### config.mk
export PLATFORM = sky130hd
export DESIGN_NAME = uart_tx_scheduler
export DESIGN_NICKNAME = d
export VERILOG_FILES = /design/src/rtl/uart_tx_scheduler_pkg.sv /design/src/rtl/uart_tx_scheduler_bin2ascii_2dig.sv /design/src/rtl/uart_tx_scheduler.sv
export SDC_FILE = /design/constraint.sdc
export NUM_CORES = 1
export LEC_CHECK = 0
export ABC_AREA = 1
export CORE_ASPECT_RATIO = 1.1
export CORE_MARGIN = 10
export CORE_UTILIZATION = 31
export CTS_CLUSTER_SIZE = 28
export DETAILED_ROUTE_END_ITERATION = 6
export SLEW_MARGIN = 20
export SYNTH_ARGS = -nofsm -noshare
export SYNTH_HDL_FRONTEND = slang
export SYNTH_SLANG_ARGS = --single-unit
### constraint.sdc
create_clock -name clk -period 5.8 [get_ports clk]
set_input_delay 0.58 -clock clk [delete_from_list [all_inputs] [get_ports clk]]
set_output_delay 0.58 -clock clk [all_outputs]
set_load 0.02 [all_outputs]
### src/rtl/uart_tx_scheduler_pkg.sv
// Shared definitions for the UART transmit scheduler: FSM states, ASCII
// constants, report frame lengths and the time_data field layout.
package uart_tx_scheduler_pkg;

    typedef enum logic [2:0] {
        IDLE      = 3'd0,
        ARB       = 3'd1,
        LOAD      = 3'd2,
        START     = 3'd3,
        WAIT_DONE = 3'd4
    } state_e;

    localparam logic [7:0] ASCII_ZERO  = 8'h30;
    localparam logic [7:0] ASCII_COLON = 8'h3A;
    localparam logic [7:0] ASCII_DOT   = 8'h2E;
    localparam logic [7:0] ASCII_CR    = 8'h0D;
    localparam logic [7:0] ASCII_LF    = 8'h0A;

    localparam int unsigned FRAME_LEN_BASE = 11;
    localparam int unsigned FRAME_LEN_EOL  = 13;
    localparam int unsigned IDX_W          = 4;

    localparam int unsigned TIME_W   = 24;
    localparam int unsigned HOUR_MSB = 23;
    localparam int unsigned HOUR_LSB = 19;
    localparam int unsigned MIN_MSB  = 18;
    localparam int unsigned MIN_LSB  = 13;
    localparam int unsigned SEC_MSB  = 12;
    localparam int unsigned SEC_LSB  = 7;
    localparam int unsigned CS_MSB   = 6;
    localparam int unsigned CS_LSB   = 0;

endpackage

### src/rtl/uart_tx_scheduler_bin2ascii_2dig.sv
// bin2ascii_2dig: combinational conversion of a 7-bit value 0..99 into two
// ASCII decimal digits with a leading zero.
//   bin_i      7-bit binary value
//   tens_c_o   ASCII tens digit
//   ones_c_o   ASCII ones digit
module bin2ascii_2dig
    import uart_tx_scheduler_pkg::*;
(
    input  logic [6:0] bin_i,
    output logic [7:0] tens_c_o,
    output logic [7:0] ones_c_o
);

    logic [6:0] tens;
    logic [6:0] ones;

    always_comb begin
        tens     = bin_i / 7'd10;
        ones     = bin_i - 7'(tens * 7'd10);
        tens_c_o = ASCII_ZERO + {1'b0, tens};
        ones_c_o = ASCII_ZERO + {1'b0, ones};
    end

endmodule

### src/rtl/uart_tx_scheduler.sv
// uart_tx_scheduler: shares one UART transmitter between an echo byte FIFO
// and an atomic "HH:MM:SS.CC" time-report frame, round-robin arbitrated.
// Optional macro UART_TX_SCHEDULER_EOL_EN appends CR LF to the report frame.
// Ports:
//   clk, rst (async active-low)
//   time_data[23:0]  {hour, min, sec, centisec}, snapshotted on report grant
//   report_req       pulse: request one report frame
//   echo_valid/echo_data  pulse + byte to echo
//   tx_busy, tx_done transmitter status
//   tx_start/tx_data byte launch to the transmitter
//   report_busy      report accepted and not yet fully transmitted
//   echo_drop        pulse: echo byte lost to a full FIFO
module uart_tx_scheduler
    import uart_tx_scheduler_pkg::*;
#(
    parameter int unsigned ECHO_DEPTH = 4
) (
    input  logic              clk,
    input  logic              rst,
    input  logic [TIME_W-1:0] time_data,
    input  logic              report_req,
    input  logic              echo_valid,
    input  logic [7:0]        echo_data,
    input  logic              tx_busy,
    input  logic              tx_done,
    output logic              tx_start,
    output logic [7:0]        tx_data,
    output logic              report_busy,
    output logic              echo_drop
);

`ifdef UART_TX_SCHEDULER_EOL_EN
    localparam int unsigned FRAME_LEN = FRAME_LEN_EOL;
`else
    localparam int unsigned FRAME_LEN = FRAME_LEN_BASE;
`endif
    localparam logic [IDX_W-1:0] LAST_IDX = IDX_W'(FRAME_LEN - 1);
    localparam int unsigned PTR_W = (ECHO_DEPTH > 1) ? $clog2(ECHO_DEPTH) : 1;
    localparam int unsigned CNT_W = PTR_W + 1;
    localparam logic [CNT_W-1:0] FULL_CNT = CNT_W'(ECHO_DEPTH);

    state_e             state_q, state_d;
    logic [TIME_W-1:0]  snap_q, snap_d;
    logic [IDX_W-1:0]   idx_q, idx_d;
    logic               last_rpt_q, last_rpt_d;
    logic               grant_rpt_q, grant_rpt_d;
    logic               report_busy_q, report_busy_d;
    logic               tx_start_q, tx_start_d;
    logic [7:0]         tx_data_q, tx_data_d;
    logic               echo_drop_q;

    logic [7:0]         mem_q [ECHO_DEPTH];
    logic [PTR_W-1:0]   wr_ptr_q, rd_ptr_q;
    logic [CNT_W-1:0]   cnt_q;

    logic               fifo_empty, fifo_full, push, pop, report_accept;
    logic [7:0]         frame_byte;
    logic [7:0]         hour_t, hour_o, min_t, min_o, sec_t, sec_o, cs_t, cs_o;

    assign fifo_empty    = (cnt_q == '0);
    assign fifo_full     = (cnt_q == FULL_CNT);
    // A full FIFO still takes a byte when the head leaves in the same cycle.
    assign push          = echo_valid & (~fifo_full | pop);
    assign report_accept = report_req & ~report_busy_q;

    bin2ascii_2dig u_hour (.bin_i({2'b00, snap_q[HOUR_MSB:HOUR_LSB]}), .tens_c_o(hour_t), .ones_c_o(hour_o));
    bin2ascii_2dig u_min  (.bin_i({1'b0, snap_q[MIN_MSB:MIN_LSB]}),   .tens_c_o(min_t),  .ones_c_o(min_o));
    bin2ascii_2dig u_sec  (.bin_i({1'b0, snap_q[SEC_MSB:SEC_LSB]}),   .tens_c_o(sec_t),  .ones_c_o(sec_o));
    bin2ascii_2dig u_cs   (.bin_i(snap_q[CS_MSB:CS_LSB]),             .tens_c_o(cs_t),   .ones_c_o(cs_o));

    // Report frame byte selected by the byte index.
    always_comb begin
        frame_byte = 8'h00;
        case (idx_q)
            4'd0:    frame_byte = hour_t;
            4'd1:    frame_byte = hour_o;
            4'd2:    frame_byte = ASCII_COLON;
            4'd3:    frame_byte = min_t;
            4'd4:    frame_byte = min_o;
            4'd5:    frame_byte = ASCII_COLON;
            4'd6:    frame_byte = sec_t;
            4'd7:    frame_byte = sec_o;
            4'd8:    frame_byte = ASCII_DOT;
            4'd9:    frame_byte = cs_t;
            4'd10:   frame_byte = cs_o;
            4'd11:   frame_byte = ASCII_CR;
            4'd12:   frame_byte = ASCII_LF;
            default: frame_byte = 8'h00;
        endcase
    end

    // Next-state and datapath control.
    always_comb begin
        state_d       = state_q;
        snap_d        = snap_q;
        idx_d         = idx_q;
        last_rpt_d    = last_rpt_q;
        grant_rpt_d   = grant_rpt_q;
        report_busy_d = report_busy_q | report_accept;
        tx_start_d    = 1'b0;
        tx_data_d     = tx_data_q;
        pop           = 1'b0;

        case (state_q)
            IDLE: begin
                // Incoming requests are looked at directly to save a cycle of latency.
                if (report_busy_q | report_accept | ~fifo_empty | echo_valid) begin
                    state_d = ARB;
                end
            end
            ARB: begin
                // In ARB report_busy can only mean "pending", never "active".
                if (report_busy_q && (fifo_empty || !last_rpt_q)) begin
                    grant_rpt_d = 1'b1;
                    last_rpt_d  = 1'b1;
                    snap_d      = time_data;
                    idx_d       = '0;
                    state_d     = LOAD;
                end else if (!fifo_empty) begin
                    grant_rpt_d = 1'b0;
                    last_rpt_d  = 1'b0;
                    state_d     = LOAD;
                end else begin
                    state_d = IDLE;
                end
            end
            LOAD: begin
                tx_data_d = grant_rpt_q ? frame_byte : mem_q[rd_ptr_q];
                state_d   = START;
            end
            START: begin
                // The echo head stays in the FIFO until launched, so a stall keeps it occupied.
                if (!tx_busy) begin
                    tx_start_d = 1'b1;
                    pop        = ~grant_rpt_q;
                    state_d    = WAIT_DONE;
                end
            end
            WAIT_DONE: begin
                if (tx_done) begin
                    if (grant_rpt_q && (idx_q != LAST_IDX)) begin
                        idx_d   = idx_q + IDX_W'(1);
                        state_d = LOAD;
                    end else begin
                        if (grant_rpt_q) begin
                            report_busy_d = 1'b0;
                            idx_d         = '0;
                        end
                        state_d = IDLE;
                    end
                end
            end
            default: state_d = IDLE;
        endcase
    end

    // FSM state register.
    always_ff @(posedge clk or negedge rst) begin
        if (!rst) begin
            state_q <= IDLE;
        end else begin
            state_q <= state_d;
        end
    end

    // Control and output registers.
    always_ff @(posedge clk or negedge rst) begin
        if (!rst) begin
            snap_q        <= '0;
            idx_q         <= '0;
            last_rpt_q    <= 1'b1;
            grant_rpt_q   <= 1'b0;
            report_busy_q <= 1'b0;
            tx_start_q    <= 1'b0;
            tx_data_q     <= 8'h00;
        end else begin
            snap_q        <= snap_d;
            idx_q         <= idx_d;
            last_rpt_q    <= last_rpt_d;
            grant_rpt_q   <= grant_rpt_d;
            report_busy_q <= report_busy_d;
            tx_start_q    <= tx_start_d;
            tx_data_q     <= tx_data_d;
        end
    end

    // Echo FIFO pointers, occupancy and drop flag.
    always_ff @(posedge clk or negedge rst) begin
        if (!rst) begin
            wr_ptr_q    <= '0;
            rd_ptr_q    <= '0;
            cnt_q       <= '0;
            echo_drop_q <= 1'b0;
        end else begin
            if (push) wr_ptr_q <= wr_ptr_q + PTR_W'(1);
            if (pop)  rd_ptr_q <= rd_ptr_q + PTR_W'(1);
            case ({push, pop})
                2'b10:   cnt_q <= cnt_q + CNT_W'(1);
                2'b01:   cnt_q <= cnt_q - CNT_W'(1);
                default: cnt_q <= cnt_q;
            endcase
            echo_drop_q <= echo_valid & ~push;
        end
    end

    // Echo FIFO storage; contents are don't-care while empty.
    always_ff @(posedge clk) begin
        if (push) mem_q[wr_ptr_q] <= echo_data;
    end

    assign tx_start    = tx_start_q;
    assign tx_data     = tx_data_q;
    assign report_busy = report_busy_q;
    assign echo_drop   = echo_drop_q;

endmodule

==> Word-level counts from Yosys, hierarchy flattened <==
Memory sizes are Yosys's and may differ from the RTL's.
Cells that the tools add are included.
W data, S select, Z words.
{ "classes": {"multipliers": 4, "n_eq_ne": 26, "add_sub_neg": 17, "n_reduce_logical": 14, "n_div": 4, "n_bitwise": 12, "mux": 27} }
{ "op_table": {"columns": ["operator", "n"], "rows": [
  ["$pmux W8 S12", 1],
  ["$add A6 B7 Y8 const A", 8],
  ["$mul A7 B3 Y6 const B", 4],
  ["$eq A4 B4 Y1 const B", 5],
  ["$eq A4 B3 Y1 const B", 4],
  ["$mux W4", 4],
  ["$pmux W3 S5", 1],
  ["$div A6 B4 Y7 const B", 2],
  ["$sub A6 B7 Y7", 2],
  ["$mux W1", 12],
  ["$mux W3", 3],
  ["$eq A4 B2 Y1 const B", 2],
  ["$mux W8", 1],
  ["$ne A2 B2 Y1 const B", 4],
  ["$pmux W4 S2", 1],
  ["$div A5 B4 Y7 const B", 1],
  ["$div A7 B4 Y7 const B", 1],
  ["$sub A5 B7 Y7", 1],
  ["$sub A7 B7 Y7", 1],
  ["$eq A3 B2 Y1 const B", 2],
  ["$eq A3 B3 Y1 const B", 2],
  ["$logic_not A3 Y1", 2],
  ["$mux W2", 3],
  ["$pmux W3 S2", 1],
  ["23 further kinds", 36]
]} }
{ "word_totals": {"out_inout_bits": 11, "input_bits": 38, "wordCells": 117, "memories": 1, "ram_bits": 32, "regBits": 51} }
{ "mem_list": {"columns": ["memory", "depth", "word_bits", "read_ports", "rd_clocked_by_memory_dff", "wr", "line", "rtl"], "rows": [
  ["mem_q", 4, 8, 1, 0, 1, "uart_tx_scheduler.sv:52", "logic [7:0] mem_q [ECHO_DEPTH];"]
]} }

==> Depth between registers and ports, before layout <==
{ "depth": {"ltp_word": 7, "depth_mapped": 33, "depth_no_buf": 33} }

==> Hierarchy <==
A second synthesis with hierarchy kept.
{ "hier_totals": {"cells_unflattened": 835, "area_unflattened_um2": 6607.6} }
{ "by_module_without_submodules": {"columns": ["module", "seq_area_each_um2", "cells_per_inst", "n_inst", "area_per_inst_um2"], "rows": [
  ["uart_tx_scheduler", 2238.4, 485, 1, 4265.3],
  ["bin2ascii_2dig (u_cs ...)", 0.0, 85, 2, 600.6],
  ["bin2ascii_2dig (u_min)", 0.0, 85, 1, 586.8],
  ["bin2ascii_2dig (u_sec)", 0.0, 95, 1, 554.3]
]} }

==> Least setup slack after synthesis <==
No wires, ideal clock.
{ "synth_path": {"kind": "reg2reg", "startpoint": "reg snap_q[4]", "endpoint": "reg tx_data_q[5], in the netlist tx_data[5]", "required_ns": 5.717, "setup_time_ns": 0.083, "path_buffers": 0, "path_slack_ns": 1.628, "synth_period_minus_slack_ns": 4.172, "arrival_time_ns": 4.089, "stages_incl_launch_ff": 29, "cell_sequence": "dfrtp_1 > inv_1 > nand2_1 > nor2_1 > inv_1 > nand2_2 > nand2_1 > nand3_1 > nand2_1 > nand2_2 > inv_1 > ha_1 > inv_1 > nor2_1 > o21ai_0 > nand3_1 > nand3_2 > ha_1 > ha_1 > fa_1 > inv_1 > ha_1 > xor2_1 > nor2_1 > nor3_1 > ha_1 > a21oi_1 > a22oi_1 > o21ai_0"} }
{ "synth_between": {"elab_chain_cells": 6, "elab_cells_between_ends": 7, "cone_classes": "3 x add/sub; 1 x mul; 1 x div; 2 x mux"} }
{ "synth_lines": {"columns": ["element", "line", "rtl"], "rows": [
  ["from (decl)", "uart_tx_scheduler.sv:43", "logic [TIME_W-1:0] snap_q, snap_d;"],
  ["from (signal assigned)", "uart_tx_scheduler.sv:177", "snap_q <= snap_d;"],
  ["$div A7 B4 Y7", "uart_tx_scheduler_bin2ascii_2dig.sv:18", "tens = bin_i / 7'd10;"],
  ["$mul A7 B3 Y6", "uart_tx_scheduler_bin2ascii_2dig.sv:19", "ones = bin_i - 7'(tens * 7'd10);"],
  ["$sub A7 B7 Y7", "uart_tx_scheduler_bin2ascii_2dig.sv:19", null],
  ["$add A6 B7 Y8", "uart_tx_scheduler_bin2ascii_2dig.sv:21", "ones_c_o = ASCII_ZERO + {1'b0, ones};"],
  ["$pmux W8 S12 *", "uart_tx_scheduler.sv:74", "case (idx_q)"],
  ["$mux W8 *", "uart_tx_scheduler.sv:128", "tx_data_d = grant_rpt_q ? frame_byte : mem_q[rd_ptr_q];"],
  ["to (signal assigned)", "uart_tx_scheduler.sv:183", "tx_data_q <= tx_data_d;"],
  ["to (decl)", "uart_tx_scheduler.sv:49", "logic [7:0] tx_data_q, tx_data_d;"]
]} }
Every way passes the cells marked *; elsewhere a longest branch is shown, timed or not.
A chain may end at the register's enable or synchronous reset.

==> Worst setup path after layout <==
Ends and elaborated chain as after synthesis.

==> summary.txt <==
Status -> finished clean
Number of global-route vias before repair -> 4257
WS Path Type -> flop to flop
Final Wtd Congestion -> 0.875
Wire per inst -> 13.9 um
Most frequent cell after synthesis -> nand2_1
Clk buf depth -> 2
Grt ovf -> 0
Via density per instance -> 4.77
Post-Synthesis Cells -> 639
Setup Buffers After CTS -> 0
Critical path fanouts, max -> 5
Synth unique cells -> 48
DRC -> 0
Worst Path Required -> 6080 ps
First-pass GRT wire length -> 20800 um
Mapped Area -> 5240 um^2
Hold Crit Class -> input port to async pin
Die width -> 144 um
Hold_ws -> 343 ps
Critical path's top delay family -> adder cells
Seq/Total Area, Yosys -> 42.7%
Top_reg_cell synth -> dfrtp_1
Tightest Pin Transition -> 946 ps
Ant. Diodes -> 0
Hpwl dp -> 9630 um
Clk root buf -> clkbuf_16
Site Rows -> 49
Tot GR Track Use -> 11.5%
R2R Setup Slk -> 1110 ps
Startpoint types -> flop
Critical Path End Type -> flop
CTS tree -> done
Worst path depth -> 28
Clk_skew -> 5.31 ps
Io pins -> 49
DRT Pass-1 Iters -> 4
Clock sinks -> 83
Post-layout util -> 38.1%
Largest cells by area after synthesis -> dfrtp_1 (24%), edfxtp_1 (18%), ha_1 (9.1%)
RSZ-0062 raised after global routing -> false
Initial antenna violation count -> 0
Largest net degree at the start of global routing -> 52
Max frequency -> 213 MHz
Syn_nets -> 720
Core area -> 16500 um^2
DRT Wirelength -> 12500 um
Max-slew violations -> 0
PostCTS Resize Cnt -> 0
Critical Path Max Stage Delay -> 490 ps
R2r endpoint -> tx_data[5]$_DFFE_PN0P_
Via Count -> 4286
Mean Syn Cell Area -> 8.19 um^2
Die area -> 22500 um^2
DRT antenna net count -> 0
CP max-delay cell -> fa_1
Layout cells sized above 1 -> 6.33%
Crit path arrival time -> 4970 ps
YS warnings -> 0
Post-synth EDFFs -> 32
Fin. Hold Viols -> 0
Reg-to-Reg Start -> snap_q[4]$_DFFE_PN0P_
Worst R2R Path Depth -> 28
Buf/Inv on CP -> 5
Final setup violation count -> 0
# hold bufs at CTS -> 0
Initial core utilization -> 31.8%
Clk slew on worst S/H paths -> 60 ps
Commonest cells in the netlist -> nand2_1 (112), inv_1 (108), nor2_1 (79), a21oi_1 (59), dfrtp_1 (50)
Async set-reset flop share out of synthesis -> 61.4%
Final period util -> 80.9%
Port bufs -> 48
H-tree depth -> 3
Synth top area share -> 23.9%
Area growth syn-to-layout -> 20.1%
Final min period -> 4690 ps
Setup_tns -> 0 ps
Synthesis-stage register bit count -> 83
Worst-skew pair later-pin latency -> 350 ps
Max cap viols -> 0
# fillers -> 1679
Largest area contributor in the netlist -> dfrtp_1
CTS Buf Count -> 9
Initial DRC count -> 221
Die span in y -> 156 um
# nets final -> 771
Slew Limit Headroom -> 36.7%
==> logic make-up after synthesis <==
family / count (synthesis) / synth area share (%)
adder cells (fa/ha/maj): 43 / 11.0
AND/OR/NAND/NOR: 253 / 20.6
multiplexers: 6 / 1.27
buffers and inverters: 121 / 8.79
flip-flops: 83 / 42.7
AO/OA/AOI/OAI: 122 / 13.8
XOR/XNOR: 11 / 1.84
==> cell type report <==
cell class                      instances  area [um^2]  area share (%)
Multi-Input combinational cell        435         2540            40.4
Sequential cell                        83         2240            35.6
Timing Repair Buffer                   50          490            7.80
Inverter                              111          417            6.62
Tap cell                              204          255            4.06
Clock buffer                            9          225            3.58
Clock inverter                          7          123            1.95
==> registers in the layout, indices dropped and copies added (netlist names) <==
register	flops
mem_q	32
snap_q	24
tx_data	8
idx_q	4
cnt_q	3
state_q	3
rd_ptr_q	2
wr_ptr_q	2
echo_drop	1
grant_rpt_q	1
last_rpt_q	1
report_busy	1
tx_start	1
==> metal layers <==
metal	vias to the layer above	GRT usage (%)	part of all wire, %
met5	-	0	0
met4	0	3.50	1.3
met3	16	3.18	4.7
met2	69	19.6	48
met1	1981	13.8	46
li1	2220	-	-
==> per-stage QoR <==
step | instances | instance area [um^2] | setup slack, ps
6_report | 899 | 6290 | 1110
5_1_grt | 899 | 6290 | 576
3_5_place_dp | 883 | 5940 | 1170
4_1_cts | 899 | 6290 | 1110
2_1_floorplan | 639 | 5240 | 1630
3_3_place_gp | 883 | 5940 | 1290
==> worst max path at each step <==
| stage | startpoint | endpoint | slack, ps |
|---|---|---|---|
| final | snap_q[4]$_DFFE_PN0P_ | tx_data[5]$_DFFE_PN0P_ | 1110 |
| after global routing | snap_q[4]$_DFFE_PN0P_ | tx_data[5]$_DFFE_PN0P_ | 580 |
| after CTS | snap_q[4]$_DFFE_PN0P_ | tx_data[5]$_DFFE_PN0P_ | 1110 |
| after detailed placement | snap_q[4]$_DFFE_PN0P_ | tx_data[5]$_DFFE_PN0P_ | 1170 |
| after global placement | snap_q[4]$_DFFE_PN0P_ | tx_data[5]$_DFFE_PN0P_ | 1290 |
| after floorplan | snap_q[4]$_DFFE_PN0P_ | tx_data[5]$_DFFE_PN0P_ | 1630 |
==> layout by cell type (no fill, tap or decap), drive strengths merged, types with 10 or more instances in the layout <==
master / count
o21ai: 28
nand2: 116
dfrtp: 50
nor2: 81
clkdlybuf4s50: 47
inv: 112
xor2: 10
edfxtp: 32
ha: 38
nand3: 30
a21oi: 61
Power is left out: the tool's default activity adds up to more than one toggle a clock period on the data nets, which glitch-free logic cannot reach.
